$ cat src/rtl/char_plotter.sv
// Glyph plotter: latches a 16x16 bitmap, then issues one plot request per pixel
// in raster order to the VGA adapter, with out_ready back-pressure.
module char_plotter #(
    parameter int X_W = 8,
    parameter int Y_W = 7,
    parameter int C_W = 3
) (
    input  logic             clk,
    input  logic             reset,
    input  logic             start,
    input  logic [255:0]     glyph,
    input  logic [X_W-1:0]   x0,
    input  logic [Y_W-1:0]   y0,
    input  logic [C_W-1:0]   fg_colour,
    input  logic [C_W-1:0]   bg_colour,
    input  logic             transparent,
    input  logic             out_ready,
    output logic             plot,
    output logic [X_W-1:0]   x,
    output logic [Y_W-1:0]   y,
    output logic [C_W-1:0]   colour,
    output logic             busy,
    output logic             done
);

    typedef enum logic [1:0] {S_IDLE, S_DRAW, S_DONE} state_t;

    state_t         r_state, w_next;
    logic [7:0]     r_cnt;
    logic [255:0]   r_glyph;
    logic [X_W-1:0] r_x0;
    logic [Y_W-1:0] r_y0;
    logic [C_W-1:0] r_fg, r_bg;
    logic           r_tr;

    logic           w_bit, w_vis, w_draw, w_adv;
    logic [X_W-1:0] w_col, w_x;
    logic [Y_W-1:0] w_row, w_y;
    logic [C_W-1:0] w_colour;

    // Current-pixel view; coordinates wrap naturally at the output widths.
    always_comb begin
        w_bit    = r_glyph[r_cnt];
        w_col    = {{(X_W-4){1'b0}}, r_cnt[3:0]};
        w_row    = {{(Y_W-4){1'b0}}, r_cnt[7:4]};
        w_x      = r_x0 + w_col;
        w_y      = r_y0 + w_row;
        w_colour = w_bit ? r_fg : r_bg;
        w_vis    = !(r_tr && !w_bit);
        w_draw   = (r_state == S_DRAW);
        // Skipped pixels advance unconditionally; visible ones wait for the sink.
        w_adv    = w_draw && (!w_vis || out_ready);
    end

    always_comb begin
        w_next = r_state;
        case (r_state)
            S_IDLE:  if (start) w_next = S_DRAW;
            S_DRAW:  if (w_adv && r_cnt == 8'd255) w_next = S_DONE;
            S_DONE:  w_next = S_IDLE;
            default: w_next = S_IDLE;
        endcase
    end

    always_ff @(posedge clk or posedge reset) begin
        if (reset) r_state <= S_IDLE;
        else       r_state <= w_next;
    end

    always_ff @(posedge clk or posedge reset) begin
        if (reset) begin
            r_cnt   <= '0;
            r_glyph <= '0;
            r_x0    <= '0;
            r_y0    <= '0;
            r_fg    <= '0;
            r_bg    <= '0;
            r_tr    <= 1'b0;
        end else if (r_state == S_IDLE && start) begin
            r_cnt   <= '0;
            r_glyph <= glyph;
            r_x0    <= x0;
            r_y0    <= y0;
            r_fg    <= fg_colour;
            r_bg    <= bg_colour;
            r_tr    <= transparent;
        end else if (w_adv) begin
            r_cnt   <= r_cnt + 8'd1;
        end
    end

    always_comb begin
        plot   = w_draw && w_vis;
        x      = w_draw ? w_x      : '0;
        y      = w_draw ? w_y      : '0;
        colour = w_draw ? w_colour : '0;
        busy   = (r_state == S_DRAW) || (r_state == S_DONE);
        done   = (r_state == S_DONE);
    end

endmodule

$ cat config.mk
export PLATFORM = sky130hd
export DESIGN_NAME = char_plotter
export DESIGN_NICKNAME = d
export VERILOG_FILES = /design/src/rtl/char_plotter.sv
export SDC_FILE = /design/constraint.sdc
export NUM_CORES = 1
export LEC_CHECK = 0
export ABC_CLOCK_PERIOD_IN_PS = 10400
export CAP_MARGIN = 25
export CORE_UTILIZATION = 35
export DETAILED_ROUTE_END_ITERATION = 12
export GPL_TIMING_DRIVEN = 0
export PLACE_DENSITY_LB_ADDON = 0.15
export SLEW_MARGIN = 5
export SYNTH_ARGS = -nofsm -noshare
export SYNTH_HDL_FRONTEND = slang
export SYNTH_SLANG_ARGS = --single-unit
$ cat constraint.sdc
create_clock -name clk -period 10.4 [get_ports clk]
set_input_delay 2.08 -clock clk [delete_from_list [all_inputs] [get_ports clk]]
set_output_delay 2.08 -clock clk [all_outputs]
set_load 0.01 [all_outputs]
Word level (Yosys, flattened, before mapping)
Cells that the tools add are included.
{ "totals": {"mem_bits_rw": 0, "input_bits": 282, "register_bits": 288, "out_inout_bits": 21, "latchBits": 0, "mem_count": 0, "mem_bits_ro": 0} }
{ "classes": {"multipliers": 0, "n_addsub": 3, "n_eq_ne": 5, "div": 0, "shift": 0, "n_mux": 11, "magnitude_cmp": 1, "n_reduce_logical": 12, "bitwise_logic": 0} }
{ "op_table": {"columns": ["cell", "n"], "rows": [
  ["two-way mux 8 bit", 3],
  ["less-than comparator 8 x 9 -> 1 bit (second input constant)", 1],
  ["adder 8 x 1 -> 8 bit (second input constant)", 1],
  ["adder 8 x 4 -> 8 bit", 1],
  ["binary-select mux 1 bit (select 8 bit)", 1],
  ["equality test 8 bit (second input constant)", 1],
  ["adder 7 x 4 -> 7 bit", 1],
  ["two-way mux 7 bit", 1],
  ["two-way mux 3 bit", 2],
  ["logical AND 1 bit", 5],
  ["two-way mux 2 bit", 2],
  ["one-hot mux 2 bit (2 select lines)", 1],
  ["equality test 2 x 1 -> 1 bit (second input constant)", 1],
  ["equality test 2 bit (second input constant)", 1],
  ["logical NOT 1 bit", 2],
  ["logical NOT 2 bit", 1],
  ["logical OR 1 bit", 2],
  ["!= test 2 x 1 -> 1 bit (second input constant)", 1],
  ["!= test 2 bit (second input constant)", 1],
  ["AND reduction 2 bit", 1],
  ["nonzero test 2 bit", 1],
  ["two-way mux 1 bit", 1]
]} }

Depth between registers and ports, before layout
{ "depth": {"ltp_word": 9, "mapped_depth": 12} }

Least setup slack after synthesis
Ideal clock, no wire load.
{ "synth_path": {"kind": "register to output", "startpoint": "reg r_cnt[1]", "endpoint": "out colour[0]", "stages_incl_launch_ff": 12, "path_slack_ns": 5.684, "required_time_ns": 8.320, "arrival_time_ns": 2.636, "cell_sequence": "dfrtp_1 > buf_2 > buf_2 > clkbuf_1 > mux4_2 > mux2i_1 > o22ai_1 > a311oi_2 > a22oi_2 > a21oi_1 > mux2i_1 > nor2_1"} }
{ "synth_between": {"elab_chain_len": 4} }
{ "synth_lines": {"columns": ["element", "line_no", "rtl"], "rows": [
  ["start, declared", "29", "logic [7:0] r_cnt;"],
  ["start signal, assigned", "88", "r_cnt <= r_cnt + 8'd1;"],
  ["binary-select mux 1 bit (select 8 bit)", "43", "w_bit = r_glyph[r_cnt];"],
  ["two-way mux 1 bit (not written as such)", "43", null],
  ["two-way mux 3 bit", "48", "w_colour = w_bit ? r_fg : r_bg;"],
  ["two-way mux 3 bit", "96", "colour = w_draw ? w_colour : '0;"],
  ["end, declared", "21", "output logic [C_W-1:0] colour,"]
]} }
No other way between the ends. The select of a mux whose other input is x is not followed.

Final worst setup path
{ "layout_path": {"startpoint": "reg r_cnt[1]", "endpoint": "out colour[2]"} }
The elaborated chain is that of the path after synthesis.

==> impl_results.md <==
- Setup WS pre-CTS: 3.529 ns
- Vias per inst: 5.018
- Die height: 199.2 µm
- CTS tree: done
- Yosys warnings: 0
- I/O pin count: 303
- Number of port buffers: 302
- Total wire length: 40.76 mm
- Initial DRC count: 341
- Arrival @ worst endpoint: 5.21 ns
- Root Buffer: clkbuf_16
- Detail Route Antenna Nets: 0
- Gr usage total: 0.2098
- Grt total ovfl: 0
- Cell variety after synth: 58
- First-pass GRT wire length: 60.41 mm
- Slew Viols, Final: 0
- Avg WL per Cell: 22.68 µm
- Hold Crit Class: reg -> reg
- P_leak: 7.418 nW
- Worst Tran Pin Value: 0.9787 ns
- Starting density of the core: 0.3589
- Clock Latency Late Sink: 0.53 ns
- Hold Crit Endpoint: r_glyph[229]$_DFFE_PP0P_
- Commonest cells in the synthesized netlist: dfrtp_1, mux2_2, mux2i_1, mux4_2, clkbuf_1
- Final net count: 1560
- Met1 Usage GRT: 0.2749
- Largest net degree at the start of global routing: 105
- Status: complete, no violations
- Logic pwr share: 0.379
- Die W: 199.2 µm
- Post-CTS setup buffers: 0
- Clock transition at the registers of the reported paths: 0.06 ns
- Crit path required time: 8.32 ns
- EDFF count, synth: 0
- FF-to-FF End: r_cnt[7]$_DFFE_PP0P_
- Busiest metal layer after global routing: met2
- GR Layer Usage met3: 0.05418
- Final Critical Period: 7.285 ns
- Critical path, cell by cell: buf_2 > buf_2 > clkbuf_1 > mux4_2 > mux2i_1 > o22ai_1 > a311oi_2 > a22oi_2 > a21oi_1 > mux2i_1 > nor2_1 > clkdlybuf4s50_1
- Total CTS buffers: 35
- Worst clock skew: 0.01356 ns
- Asr flop ratio synth: 1.000
- GRT met2 Usage: 0.3385
- Number of antenna violations at the first check in global routing: 5
- Clock sink total: 288
- Slew HR: 0.3476
- Fillers: 3380
- Core area: 37930 µm²
- Worst r2r path cells: 11
- Post-synth design cell area: 13610 µm²
- Top-count cell post-synth: dfrtp_1
- R2R Path Start: r_cnt[1]$_DFFE_PP0P_
- Kind of critical path: reg -> out
- Delay of the slowest cell on the worst path: 0.69 ns
- Final setup viols: 0
- H-Tree Depth: 2
- Hold Path Origin: r_glyph[229]$_DFFE_PP0P_
- RSZ-0062 raised after global routing: false
- Syn Inst Count: 920
- Post-Syn Nets: 1217
- Hold violation total from the final report: 0
- Post-CTS Hold Fix Bufs: 0
- Post-DP HPWL: 30.13 mm
- CP Launch Type: flop
- Power Dens Cells: 272.0 nW/µm²
- Reg-to-reg slack, setup: 6.11 ns
- #FFs+latches synth: 288
- Cell taking the most area after synthesis: dfrtp_1
- CP Capture Type: output pin
- Post-synthesis sequential area ratio: 0.5294
- Highest clock rate: 137.3 MHz
- Hold Crit Depth: 1
- RD Place Congestion: 0.7650
- Top cell type's share of synthesized area: 0.5294
- Cell Area, Placed: 17360 µm²
- CTS-repair resized insts: 0
- Tcrit/Tclk final: 0.7005
- Final Cell Area: 18520 µm²
- Cells taking the most area after synthesis: dfrtp_1, mux2_2, mux4_2
- Share of layout cells above drive strength 1: 0.3131
- Vias in the first global route: 9761
- Worst Path Max Fanout: 10
- Share of total power in the clock network: 0.243
- Final worst setup slack: 3.115 ns
- Ys flop type: dfrtp_1
- Mean post-synth cell area: 14.80 µm²
- Placement Rows: 71
- DRT Pass-1 Iters: 4
- Via Count: 9017
- Slowest cell on crit path: clkbuf_1
- Flop pwr share: 0.378
- Worst vdd ir: 0.1172 mV
- Die footprint: 39690 µm²
- Maxcap violations: 0
- Clk buf depth: 3
- Number of remaining DRC errors: 0
- Internal power: 3.491 mW
- Layout Area Growth over Synthesis: 36.02%
- Psw: 1.545 mW
- Sw Ratio: 0.3068
area by class of cell:
class	count	area, µm²	area share
antenna	2	5.005	0.0002703
clock buffer	53	1076	0.05811
inverter	10	45.04	0.002432
multi-input combinational	563	6080	0.3283
sequential	288	7207	0.3892
clock inverter	5	75.07	0.004054
tap	511	639.4	0.03453
timing repair buffer	306	3100	0.1674
buffer	59	290.3	0.01568
layout by cell type (no fill, tap or decap), types with 4 or more instances in the layout:
cell / count
a211oi_1: 7
a21o_1: 5
a21oi_1: 14
a22o_1: 4
and2_1: 5
buf_1: 10
buf_2: 11
buf_6: 4
clkbuf_1: 39
clkbuf_16: 37
clkbuf_8: 9
clkdlybuf4s50_1: 302
dfrtp_1: 288
ha_1: 13
inv_1: 9
mux2_2: 282
mux2i_1: 53
mux4_1: 10
mux4_2: 36
nand2_1: 26
nand2b_1: 6
nor2_1: 17
nor2b_1: 12
o211ai_1: 4
o21ai_0: 9
o221ai_1: 4
xor2_1: 4
power by group through the flow:
| stage | clock (mW) | combinational (mW) | sequential, mW |
|---|---|---|---|
| after floorplan | 0 | 1.35 | 1.83 |
| after global placement | 0 | 1.91 | 1.90 |
| after detailed placement | 0 | 1.94 | 1.92 |
| after CTS | 1.27 | 1.95 | 1.90 |
| after global routing | 1.31 | 2.07 | 1.97 |
| final | 1.23 | 1.91 | 1.90 |
worst max path at each step:
stage | startpoint | cells after the start | endpoint | slack (ns)
6_report | r_cnt[1]$_DFFE_PP0P_ | 12 | colour[2] | 3.11
2_1_floorplan | reset | 1 | r_bg[0]$_DFFE_PP0P_ | 0.37
4_1_cts | r_cnt[1]$_DFFE_PP0P_ | 12 | colour[2] | 2.96
3_3_place_gp | reset | 2 | r_bg[1]$_DFFE_PP0P_ | -3.93
5_1_grt | r_cnt[1]$_DFFE_PP0P_ | 12 | colour[2] | 2.87
3_5_place_dp | r_cnt[1]$_DFFE_PP0P_ | 12 | colour[2] | 3.53
through the flow:
| step | power (mW) | cells | hold WS (ns) | setup TNS (ns) | util |
|---|---|---|---|---|---|
| after floorplan | 3.175 | 920 | 0.4704 | 0 | - |
| after global placement | 3.812 | 1733 | 0.4792 | -1121.84 | 0.4555 |
| after detailed placement | 3.857 | 1737 | 0.4853 | 0 | 0.4577 |
| after CTS | 5.115 | 1795 | 0.4982 | 0 | 0.4880 |
| after global routing | 5.347 | 1795 | 0.5112 | 0 | 0.4880 |
| final | 5.037 | 1797 | 0.4962 | 0 | 0.4882 |
cells by family after synthesis:
group,count (synthesis),share of synthesized area
fa+ha+maj,15,0.01489
xor+xnor,7,0.004503
simple gates,81,0.02913
compound gates,77,0.04329
flops,288,0.5294
mux,383,0.3547
buf+inv,69,0.02408
worst max-delay path, delay by kind of cell, from the launching register on:
family          cells  cell delay [ns]
compound gates      4             1.21
buf+inv             4             1.97
flops               1             0.45
mux                 3             0.88
simple gates        1             0.13
flip-flops by register name, summed over array words and instances (netlist names):
| name | cells |
|---|---|
| r_glyph | 256 |
| r_cnt | 8 |
| r_x0 | 8 |
| r_y0 | 7 |
| r_bg | 3 |
| r_fg | 3 |
| r_state | 2 |
| r_tr | 1 |
per-layer routing:
metal | up-vias | wire [µm]
li1 | 4101 | -
met1 | 4613 | 17440
met2 | 241 | 19400
met3 | 58 | 3023
met4 | 4 | 874
met5 | - | 23
(Power assumes the default switching activity.)
